**src/rtl/lbist_pkg.sv**
```systemverilog
// Shared types and constants for the LBIST session controller slice.
// Holds the session state encoding and the CUT latency limits.
package lbist_pkg;

    typedef enum logic [2:0] {
        IDLE,
        CLEAR,
        RUN,
        DRAIN,
        COMPARE,
        DONE
    } state_e;

    localparam int CUT_LAT_MAX = 15;
    localparam int DRAIN_BITS  = $clog2(CUT_LAT_MAX + 1);

    function automatic logic is_busy(input state_e s);
        return (s == CLEAR) || (s == RUN) || (s == DRAIN) || (s == COMPARE);
    endfunction

endpackage

```
**src/rtl/bist_session_ctrl_if.sv**
```systemverilog
// Bus between the test access logic / TPG-CUT-ORA chain and the session controller.
// The slave modport is the controller; the master modport is everything around it.
interface bist_session_ctrl_if #(
    parameter int PAT_BITS = 16,
    parameter int SIG_BITS = 32
);
    logic                start;
    logic                abort;
    logic [PAT_BITS-1:0] num_patterns;
    logic [SIG_BITS-1:0] golden;
    logic [SIG_BITS-1:0] ora_count;
    logic                ora_rst;
    logic                ora_en;
    logic                tpg_en;
    logic [PAT_BITS-1:0] pat_idx;
    logic                busy;
    logic                done;
    logic                pass;

    modport master (
        output start, abort, num_patterns, golden, ora_count,
        input  ora_rst, ora_en, tpg_en, pat_idx, busy, done, pass
    );

    modport slave (
        input  start, abort, num_patterns, golden, ora_count,
        output ora_rst, ora_en, tpg_en, pat_idx, busy, done, pass
    );
endinterface

```
**src/rtl/bist_delay_line.sv**
```systemverilog
// DEPTH-stage 1-bit shift register with synchronous clear.
// Models the CUT pipeline so ora_en lines up with valid CUT responses.
module bist_delay_line #(
    parameter int DEPTH = 2
) (
    input  logic clk,
    input  logic clr_i,
    input  logic d_i,
    output logic q_o
);

    logic [DEPTH-1:0] sr_q;

    always_ff @(posedge clk) begin
        if (clr_i) begin
            sr_q <= '0;
        end else begin
            sr_q[0] <= d_i;
            for (int i = 1; i < DEPTH; i++) begin
                sr_q[i] <= sr_q[i-1];
            end
        end
    end

    assign q_o = sr_q[DEPTH-1];

endmodule

```
**src/rtl/bist_session_ctrl.sv**
```systemverilog
// LBIST session sequencer: clears the ORA, runs N patterns, drains the CUT
// pipeline, then compares the ORA count against the latched golden value.
//
// state   | meaning
// --------+-----------------------------------------------------------
// IDLE    | waiting for start
// CLEAR   | one cycle, ora_rst high, N/G already latched
// RUN     | N cycles, tpg_en high, pat_idx 0..N-1
// DRAIN   | CUT_LAT cycles, tpg_en low while the pipeline flushes
// COMPARE | one cycle, ora_count sampled against G
// DONE    | result held until the next start
module bist_session_ctrl
    import lbist_pkg::*;
#(
    parameter int PAT_BITS = 16,
    parameter int SIG_BITS = 32,
    parameter int CUT_LAT  = 2
) (
    input logic               clk,
    input logic               rst,
    bist_session_ctrl_if.slave bus
);

    state_e                state_q, state_d;
    logic [PAT_BITS-1:0]   n_q, n_d;
    logic [SIG_BITS-1:0]   g_q, g_d;
    logic [PAT_BITS-1:0]   pat_idx_q, pat_idx_d;
    logic [DRAIN_BITS-1:0] drain_q, drain_d;
    logic                  ora_rst_q, ora_rst_d;
    logic                  tpg_en_q, tpg_en_d;
    logic                  busy_q, busy_d;
    logic                  done_q, done_d;
    logic                  pass_q, pass_d;
    logic                  abort_hit;
    logic                  last_pat;
    logic                  sig_match;
    logic                  ora_en_w;

    assign abort_hit = bus.abort && is_busy(state_q);
    assign last_pat  = (pat_idx_q == (n_q - PAT_BITS'(1)));
    assign sig_match = (bus.ora_count == g_q);

    always_ff @(posedge clk) begin
        if (rst) begin
            state_q <= IDLE;
        end else begin
            state_q <= state_d;
        end
    end

    always_comb begin
        state_d = state_q;
        case (state_q)
            IDLE: begin
                if (bus.start) state_d = CLEAR;
            end
            CLEAR: begin
                if (abort_hit)         state_d = IDLE;
                else if (n_q == '0)    state_d = COMPARE;
                else                   state_d = RUN;
            end
            RUN: begin
                if (abort_hit)         state_d = IDLE;
                else if (last_pat)     state_d = DRAIN;
            end
            DRAIN: begin
                if (abort_hit)         state_d = IDLE;
                else if (drain_q == '0) state_d = COMPARE;
            end
            COMPARE: begin
                if (abort_hit)         state_d = IDLE;
                else                   state_d = DONE;
            end
            DONE: begin
                if (bus.start) state_d = CLEAR;
            end
            default: state_d = IDLE;
        endcase
    end

    // Outputs are computed from the upcoming state so every port is a flop.
    always_comb begin
        n_d       = n_q;
        g_d       = g_q;
        pat_idx_d = pat_idx_q;
        drain_d   = drain_q;

        if (state_d == CLEAR) begin
            n_d       = bus.num_patterns;
            g_d       = bus.golden;
            pat_idx_d = '0;
        end else if (state_q == RUN && state_d == RUN) begin
            pat_idx_d = pat_idx_q + PAT_BITS'(1);
        end

        if (state_d == DRAIN && state_q != DRAIN) begin
            drain_d = DRAIN_BITS'(CUT_LAT - 1);
        end else if (state_q == DRAIN && drain_q != '0) begin
            drain_d = drain_q - DRAIN_BITS'(1);
        end

        ora_rst_d = (state_d == CLEAR);
        tpg_en_d  = (state_d == RUN);
        busy_d    = is_busy(state_d);
        done_d    = (state_d == DONE);

        if (state_d == DONE) begin
            pass_d = (state_q == COMPARE) ? sig_match : pass_q;
        end else begin
            pass_d = 1'b0;
        end
    end

    always_ff @(posedge clk) begin
        if (rst) begin
            n_q       <= '0;
            g_q       <= '0;
            pat_idx_q <= '0;
            drain_q   <= '0;
            ora_rst_q <= 1'b0;
            tpg_en_q  <= 1'b0;
            busy_q    <= 1'b0;
            done_q    <= 1'b0;
            pass_q    <= 1'b0;
        end else begin
            n_q       <= n_d;
            g_q       <= g_d;
            pat_idx_q <= pat_idx_d;
            drain_q   <= drain_d;
            ora_rst_q <= ora_rst_d;
            tpg_en_q  <= tpg_en_d;
            busy_q    <= busy_d;
            done_q    <= done_d;
            pass_q    <= pass_d;
        end
    end

    // Cleared on abort too, so no stale increments reach the ORA afterwards.
    bist_delay_line #(
        .DEPTH (CUT_LAT)
    ) u_delay_line (
        .clk   (clk),
        .clr_i (rst || abort_hit),
        .d_i   (tpg_en_q),
        .q_o   (ora_en_w)
    );

    assign bus.ora_rst = ora_rst_q;
    assign bus.ora_en  = ora_en_w;
    assign bus.tpg_en  = tpg_en_q;
    assign bus.pat_idx = pat_idx_q;
    assign bus.busy    = busy_q;
    assign bus.done    = done_q;
    assign bus.pass    = pass_q;

endmodule
```
**src/flat_wrapper.sv**
```systemverilog
// flat-port wrapper written by rule: the top's interface ports become plain ports
module bist_session_ctrl_flat import lbist_pkg::*;
#(
    parameter int PAT_BITS = 16,
    parameter int SIG_BITS = 32,
    parameter int CUT_LAT  = 2
)
  (clk, rst, bus_start, bus_abort, bus_num_patterns, bus_golden, bus_ora_count, bus_ora_rst, bus_ora_en, bus_tpg_en, bus_pat_idx, bus_busy, bus_done, bus_pass);
  bist_session_ctrl_if #(.PAT_BITS(PAT_BITS), .SIG_BITS(SIG_BITS)) bus_i ();
  input logic clk;
  input logic rst;
  input wire logic [$bits(bus_i.start)-1:0] bus_start;
  input wire logic [$bits(bus_i.abort)-1:0] bus_abort;
  input wire logic [$bits(bus_i.num_patterns)-1:0] bus_num_patterns;
  input wire logic [$bits(bus_i.golden)-1:0] bus_golden;
  input wire logic [$bits(bus_i.ora_count)-1:0] bus_ora_count;
  output wire logic [$bits(bus_i.ora_rst)-1:0] bus_ora_rst;
  output wire logic [$bits(bus_i.ora_en)-1:0] bus_ora_en;
  output wire logic [$bits(bus_i.tpg_en)-1:0] bus_tpg_en;
  output wire logic [$bits(bus_i.pat_idx)-1:0] bus_pat_idx;
  output wire logic [$bits(bus_i.busy)-1:0] bus_busy;
  output wire logic [$bits(bus_i.done)-1:0] bus_done;
  output wire logic [$bits(bus_i.pass)-1:0] bus_pass;
  assign bus_i.start = bus_start;
  assign bus_i.abort = bus_abort;
  assign bus_i.num_patterns = bus_num_patterns;
  assign bus_i.golden = bus_golden;
  assign bus_i.ora_count = bus_ora_count;
  assign bus_ora_rst = bus_i.ora_rst;
  assign bus_ora_en = bus_i.ora_en;
  assign bus_tpg_en = bus_i.tpg_en;
  assign bus_pat_idx = bus_i.pat_idx;
  assign bus_busy = bus_i.busy;
  assign bus_done = bus_i.done;
  assign bus_pass = bus_i.pass;
  bist_session_ctrl #(.PAT_BITS(PAT_BITS), .SIG_BITS(SIG_BITS), .CUT_LAT(CUT_LAT)) u_core (.clk(clk), .rst(rst), .bus(bus_i));
endmodule
```
**config.mk**
```make
export PLATFORM = sky130hd
export DESIGN_NAME = bist_session_ctrl_flat
export DESIGN_NICKNAME = d
export VERILOG_FILES = /design/src/rtl/lbist_pkg.sv /design/src/rtl/bist_session_ctrl_if.sv /design/src/rtl/bist_delay_line.sv /design/src/rtl/bist_session_ctrl.sv /design/src/flat_wrapper.sv
export SDC_FILE = /design/constraint.sdc
export NUM_CORES = 1
export LEC_CHECK = 0
export ABC_AREA = 1
export CAP_MARGIN = 0
export CORE_UTILIZATION = 50
export DETAILED_ROUTE_END_ITERATION = 10
export PLACE_DENSITY_LB_ADDON = 0.25
export SYNTH_ARGS = -nofsm -noshare
export SYNTH_HDL_FRONTEND = slang
export SYNTH_SLANG_ARGS = --single-unit
```
**constraint.sdc**
```tcl
create_clock -name clk -period 5.1 [get_ports clk]
set_input_delay 0.765 -clock clk [delete_from_list [all_inputs] [get_ports clk]]
set_output_delay 0.765 -clock clk [all_outputs]
set_load 0.01 [all_outputs]
```
---- Word-level counts from Yosys, hierarchy flattened ----
Index checks and enable logic that the tools add are counted.
storage, ports and cells
  logic and storage cells ................. 60
  memories kept ........................... 0
  input bits .............................. 84
  RAM bits ................................ 0
  bits in latches ......................... 0
  ROM bits ................................ 0
  register bits ........................... 78
cells by class
  $add $sub $neg .......................... 3
  equality and inequality tests ........... 13
  reduce and logical (&&, ||, !) cells .... 20
  bitwise gates (word level) .............. 1
  shift operators ......................... 0
  mux-type cells .......................... 11
  divide/modulo/power cells ............... 0
  multiply operators ...................... 0
  magnitude comparators ................... 0
operators with widths
  operator               number
  $eq 32x32->1           1
  $mux 3                 8
  $add 16x1->16 const B  1
  $eq 16x16->1           1
  $logic_not 16->1       1
  $sub 16x1->16 const B  1
  $pmux 3 s5             1
  $eq 3x2->1 const B     4
  $eq 3x3->1 const B     4
  $reduce_or 2->1        4
  $logic_or 1x1->1       7
  $eq 3x1->1 const B     2
  $logic_and 1x1->1      4
  $logic_not 4->1        1
  $reduce_bool 4->1      1
  $sub 4x1->4 const B    1
  $logic_not 3->1        1
  $ne 3x2->1 const B     1
  $mux 1                 2
  $reduce_bool 2->1      1
  $not 1->1              1

---- Depth between registers and ports, before layout ----
  depth after elaboration ................. 11
  depth in mapped cells ................... 19
  mapped depth without buffers ............ 19

---- By module ----
A second synthesis with hierarchy kept.
second synthesis, totals
  cell total of the unflattened synthesis .. 609
  area, all modules ....................... 4351.7 um^2
modules (own cells, without submodules)
  module             instances  area each (um^2)  cells an instance
  bist_session_ctrl  1          4296.6            603
  bist_delay_line    1          55.1              6

---- Worst setup path after synthesis ----
OpenSTA, ideal clock, no wires.
  path kind ............................... reg-to-reg
  from .................................... register u_core.n_q[0]
  to ...................................... register u_core.pat_idx_q[13] (netlist: u_core.bus.pat_idx[13])
  data required time ...................... 5.030 ns
  slack ................................... 3.039 ns
  buffers on the path ..................... 1
  arrival time ............................ 1.991 ns
  library setup time ...................... 0.070 ns
  cell stages (with the launch flop) ...... 17
  path through ............................ dfxtp_1 > inv_1 > ha_1 > nand2_1 > nor2_2 > nand3_1 > nor2_1 > xor2_1 > nand2_1 > nor2_1 > nand2_1 > nand2_2 > nand2_2 > nand4_4 > buf_6 > nand2_1 > a21oi_1
between the ends
  word-level cells in the longest chain between the ends .. 7
  elaborated cells between the ends (all ways) .. 12
  classes of those cells .................. 1 x add/sub; 3 x eq/ne; 5 x mux; 3 x reduce/logical
RTL lines
  item                                                                   line                                              source
  start, declared                                                        bist_session_ctrl.sv:25                           logic [PAT_BITS-1:0] n_q, n_d;
  start signal, assigned                                                 bist_session_ctrl.sv:126                          n_q <= n_d;
  $sub 16x1->16                                                          bist_session_ctrl.sv:40                           assign last_pat = (pat_idx_q == (n_q - PAT_BITS'(1)));
  $eq 16x16->1                                                           bist_session_ctrl.sv:40
  $mux 3                                                                 bist_session_ctrl.sv:64                           else if (last_pat) state_d = DRAIN;
  $mux 3                                                                 bist_session_ctrl.sv:63                           if (abort_hit) state_d = IDLE;
  $pmux 3 s5 *                                                           bist_session_ctrl.sv:53                           case (state_q)
  $eq 3x1->1 / $eq 3x2->1 (equally long branches)                        bist_session_ctrl.sv:88, bist_session_ctrl.sv:92
  $reduce_or 2->1 (no line) / $logic_and 1x1->1 (equally long branches)  -
  end signal, assigned                                                   bist_session_ctrl.sv:128                          pat_idx_q <= pat_idx_d;
  end, declared                                                          bist_session_ctrl.sv:27                           logic [PAT_BITS-1:0] pat_idx_q, pat_idx_d;
Mark *: on every way between the ends. The rest lies on a longest branch, timed or not.
A chain may end at the register's enable or synchronous reset.

---- Final worst setup path ----
  from .................................... register u_core.n_q[0]
  to ...................................... register u_core.g_q[23]
between the ends
  word-level cells in the longest chain between the ends .. 6
  elaborated cells between the ends (all ways) .. 9
  classes of those cells .................. 1 x add/sub; 2 x eq/ne; 5 x mux; 1 x reduce/logical
RTL lines
  item                  line                      source
  $sub 16x1->16         bist_session_ctrl.sv:40
  $eq 16x16->1          bist_session_ctrl.sv:40
  $mux 3                bist_session_ctrl.sv:64
  $mux 3                bist_session_ctrl.sv:63
  $pmux 3 s5 *          bist_session_ctrl.sv:53
  $eq 3x1->1 *          bist_session_ctrl.sv:88   if (state_d == CLEAR) begin
  end signal, assigned  bist_session_ctrl.sv:127  g_q <= g_d;
  end, declared         bist_session_ctrl.sv:26   logic [SIG_BITS-1:0] g_q, g_d;
Marked as above.

==> out/metrics.csv <==
metric;value;unit
status;completed;
drt_wl_total;10900;um
drv_slew;0;
dp_hpwl;8120;um
slowest_stage;nor2_4;
first_pass_iters;5;
clk_latency;0.37;ns
grt_pass1_wl;18100;um
cts_resized;0;
grt_pass1_vias;3996;
grt-ovfl-total;0;
p_leak;0.00228;uW
areaGrowthSynthToFinish;31.4;%
worstSetupPathType;flip-flop to flip-flop;
ctsHoldBuffers;0;
min_path_type;flip-flop to flip-flop;
drc;0;
crit_path_end_kind;flip-flop;
dieArea;8820;um2
worstPathMaxFanout;49;
met1_length;4750;um
post_cts_buffers;0;
cts_root_buf;clkbuf_8;
io_pins;106;
synthesis.area;4220;um2
grt_util_all_layers;0.264;
postSynthCellCount;572;
worst-path-buf-inv;1;
yosysSeqAreaShare;0.370;
cts.clk_slew.worst_paths;0.09;ns
grt_max_degree;50;
cts_buffers;9;
start_kind;flip-flop;
via_per_inst;5.30;
gp_congestion;0.906;
nets;760;
post-route-min-period;2.76;ns
wl_met2;5310;um
yosys.area.top_type_share;0.370;
crit_top_cell;nand2_1;
cts_tree;yes;
yosysUniqueCellTypes;37;
relSlewSlack;0.253;
clk_path_buf_depth;2;
finalHoldViolations;0;
syn_nets;659;
utilization;0.679;
num_vias;4153;
worst_slack;2.34;ns
fin_skew;0.0138;ns
core;8180;um2
fp-row-count;33;
layout-drive-gt1-share;0.0678;
irDropWorstVdd;0.000258;V
internal_power;1630;uW
pwr-share-clk;0.185;
place_inst;767;
htreeDepth;3;
critPathArrivalTime;3.06;ns
syn_avg_cell_area;7.38;um2
worstPathRequired;5.40;ns
ant_nets;0;
antenna_found_initial;0;
layoutNonFillerInstCount;783;
die_h;93.9;um
powerDensity;530;nW/um2
setup_viol;0;
dr.first_iter.drc_count;163;
num_antenna_cells;0;
critPathTopFamily;simple AND/OR/NAND/NOR gates;
p_total;2940;uW
port-buffer-count;105;
synth_largest_area_cell;dfxtp_1;
wl_met3;657;um
ys_seq_elements;78;
combPwrFrac;0.494;
synth_area_leaders;dfxtp_1, nand2_1, xor2_1;
mostFrequentLayoutCell;nand2_1;
path_cells;inv_1 > ha_1 > nand3_1 > nor2_2 > nand2_1 > nor2_1 > nand2_1 > nand2_1 > a21oi_2 > nand2_1 > nor2_4 > a22o_1;
crit_path_max_incr_delay;0.85;ns
period_share;0.541;
top_layer;met4;
cap_violations;0;
post-place-ws;2.02;ns
rsz0062_at_grt;false;
ys_warn_count;0;
power_frac_seq;0.321;
clock_sinks;78;
fmax;362;MHz
p_sw;1310;uW
tns;0;ns
worst_slew_pin_slew;1.12;ns
mostFrequentLayoutCells;nand2_1, clkdlybuf4s50_1, dfxtp_1;
wl_per_cell;13.9;um
die_x;93.9;um
sw_frac_of_total;0.445;
initial_utilization;0.517;
cell type report:
class	count	area (um2)
Multi-Input combinational cell	418	2340
Clock buffer	10	138
Sequential cell	78	1560
Fill cell	702	2630
Tap cell	105	131
Timing Repair Buffer	106	1060
Inverter	60	225
Clock inverter	6	93.8
sequential cells by signal (all words and copies together) (netlist names):
register	count
u_core.bus.ora_rst	1
u_core.u_delay_line.sr_q	2
u_core.drain_q	4
u_core.bus.done	1
u_core.bus.pass	1
u_core.bus.pat_idx	16
u_core.n_q	16
u_core.state_q	3
u_core.g_q	32
u_core.bus.busy	1
u_core.bus.tpg_en	1
cell usage after synthesis (all sizes together):
master and n:
nand2 145, dfxtp 78, inv 60, nor2 52
nand3 30, xor2 29, a22o 28, nand4 26
xnor2 26, o21ai 23, a21oi 22, nor3 15
buf 13, nor4 5, or2 4, clkbuf 3
ha 3, nand3b 3, and3 2, nor3b 2
a21boi 1, a31oi 1, o21bai 1
worst paths after layout:
path                                             startpoint  slack [ns]  cells after the start                          end
worst max-delay path                          u_core.n_q[0]        2.34                     12               u_core.g_q[23]
worst min-delay path            u_core.u_delay_line.sr_q[0]        0.40                      2  u_core.u_delay_line.sr_q[1]
worst max register to register                u_core.n_q[0]        2.34                     12               u_core.g_q[23]
worst min register to register  u_core.u_delay_line.sr_q[0]        0.40                      2  u_core.u_delay_line.sr_q[1]
per-stage QoR:
step                      instance area (um2)  hold slack [ns]
after CTS                                5550            0.401
after global placement                   5320            0.400
after floorplan                          4220            0.394
after detailed placement                 5320            0.402
after global routing                     5550            0.437
final                                    5550            0.401
per-layer routing:
layer | vias to the layer above | GRT usage
li1 | 2083 | -
met1 | 1908 | 0.323
met2 | 143 | 0.443
met3 | 19 | 0.0712
met4 | 0 | 0.0923
met5 | - | 0
worst min-delay path, delay by kind of cell (launching register included):
kind | cells | cell delay (ns)
buffers and inverters | 1 | 0.04
flip-flops | 1 | 0.30
AND/OR/NAND/NOR | 1 | 0.03
kinds of logic after synthesis:
| group | share of synthesized area |
|---|---|
| flip-flops | 0.370 |
| buffers and inverters | 0.0770 |
| XOR/XNOR | 0.114 |
| adder cells (fa/ha/maj) | 0.00889 |
| AND/OR/NAND/NOR | 0.310 |
| AO/OA/AOI/OAI | 0.121 |
power groups by stage:
stage	sequential (uW)	combinational (uW)	clock, uW
5_1_grt	962	1640	574
3_5_place_dp	949	1440	0
6_report	945	1450	543
3_3_place_gp	948	1390	0
4_1_cts	942	1450	548
2_1_floorplan	926	1130	0
Note: power is estimated with default switching activity, not from simulation.
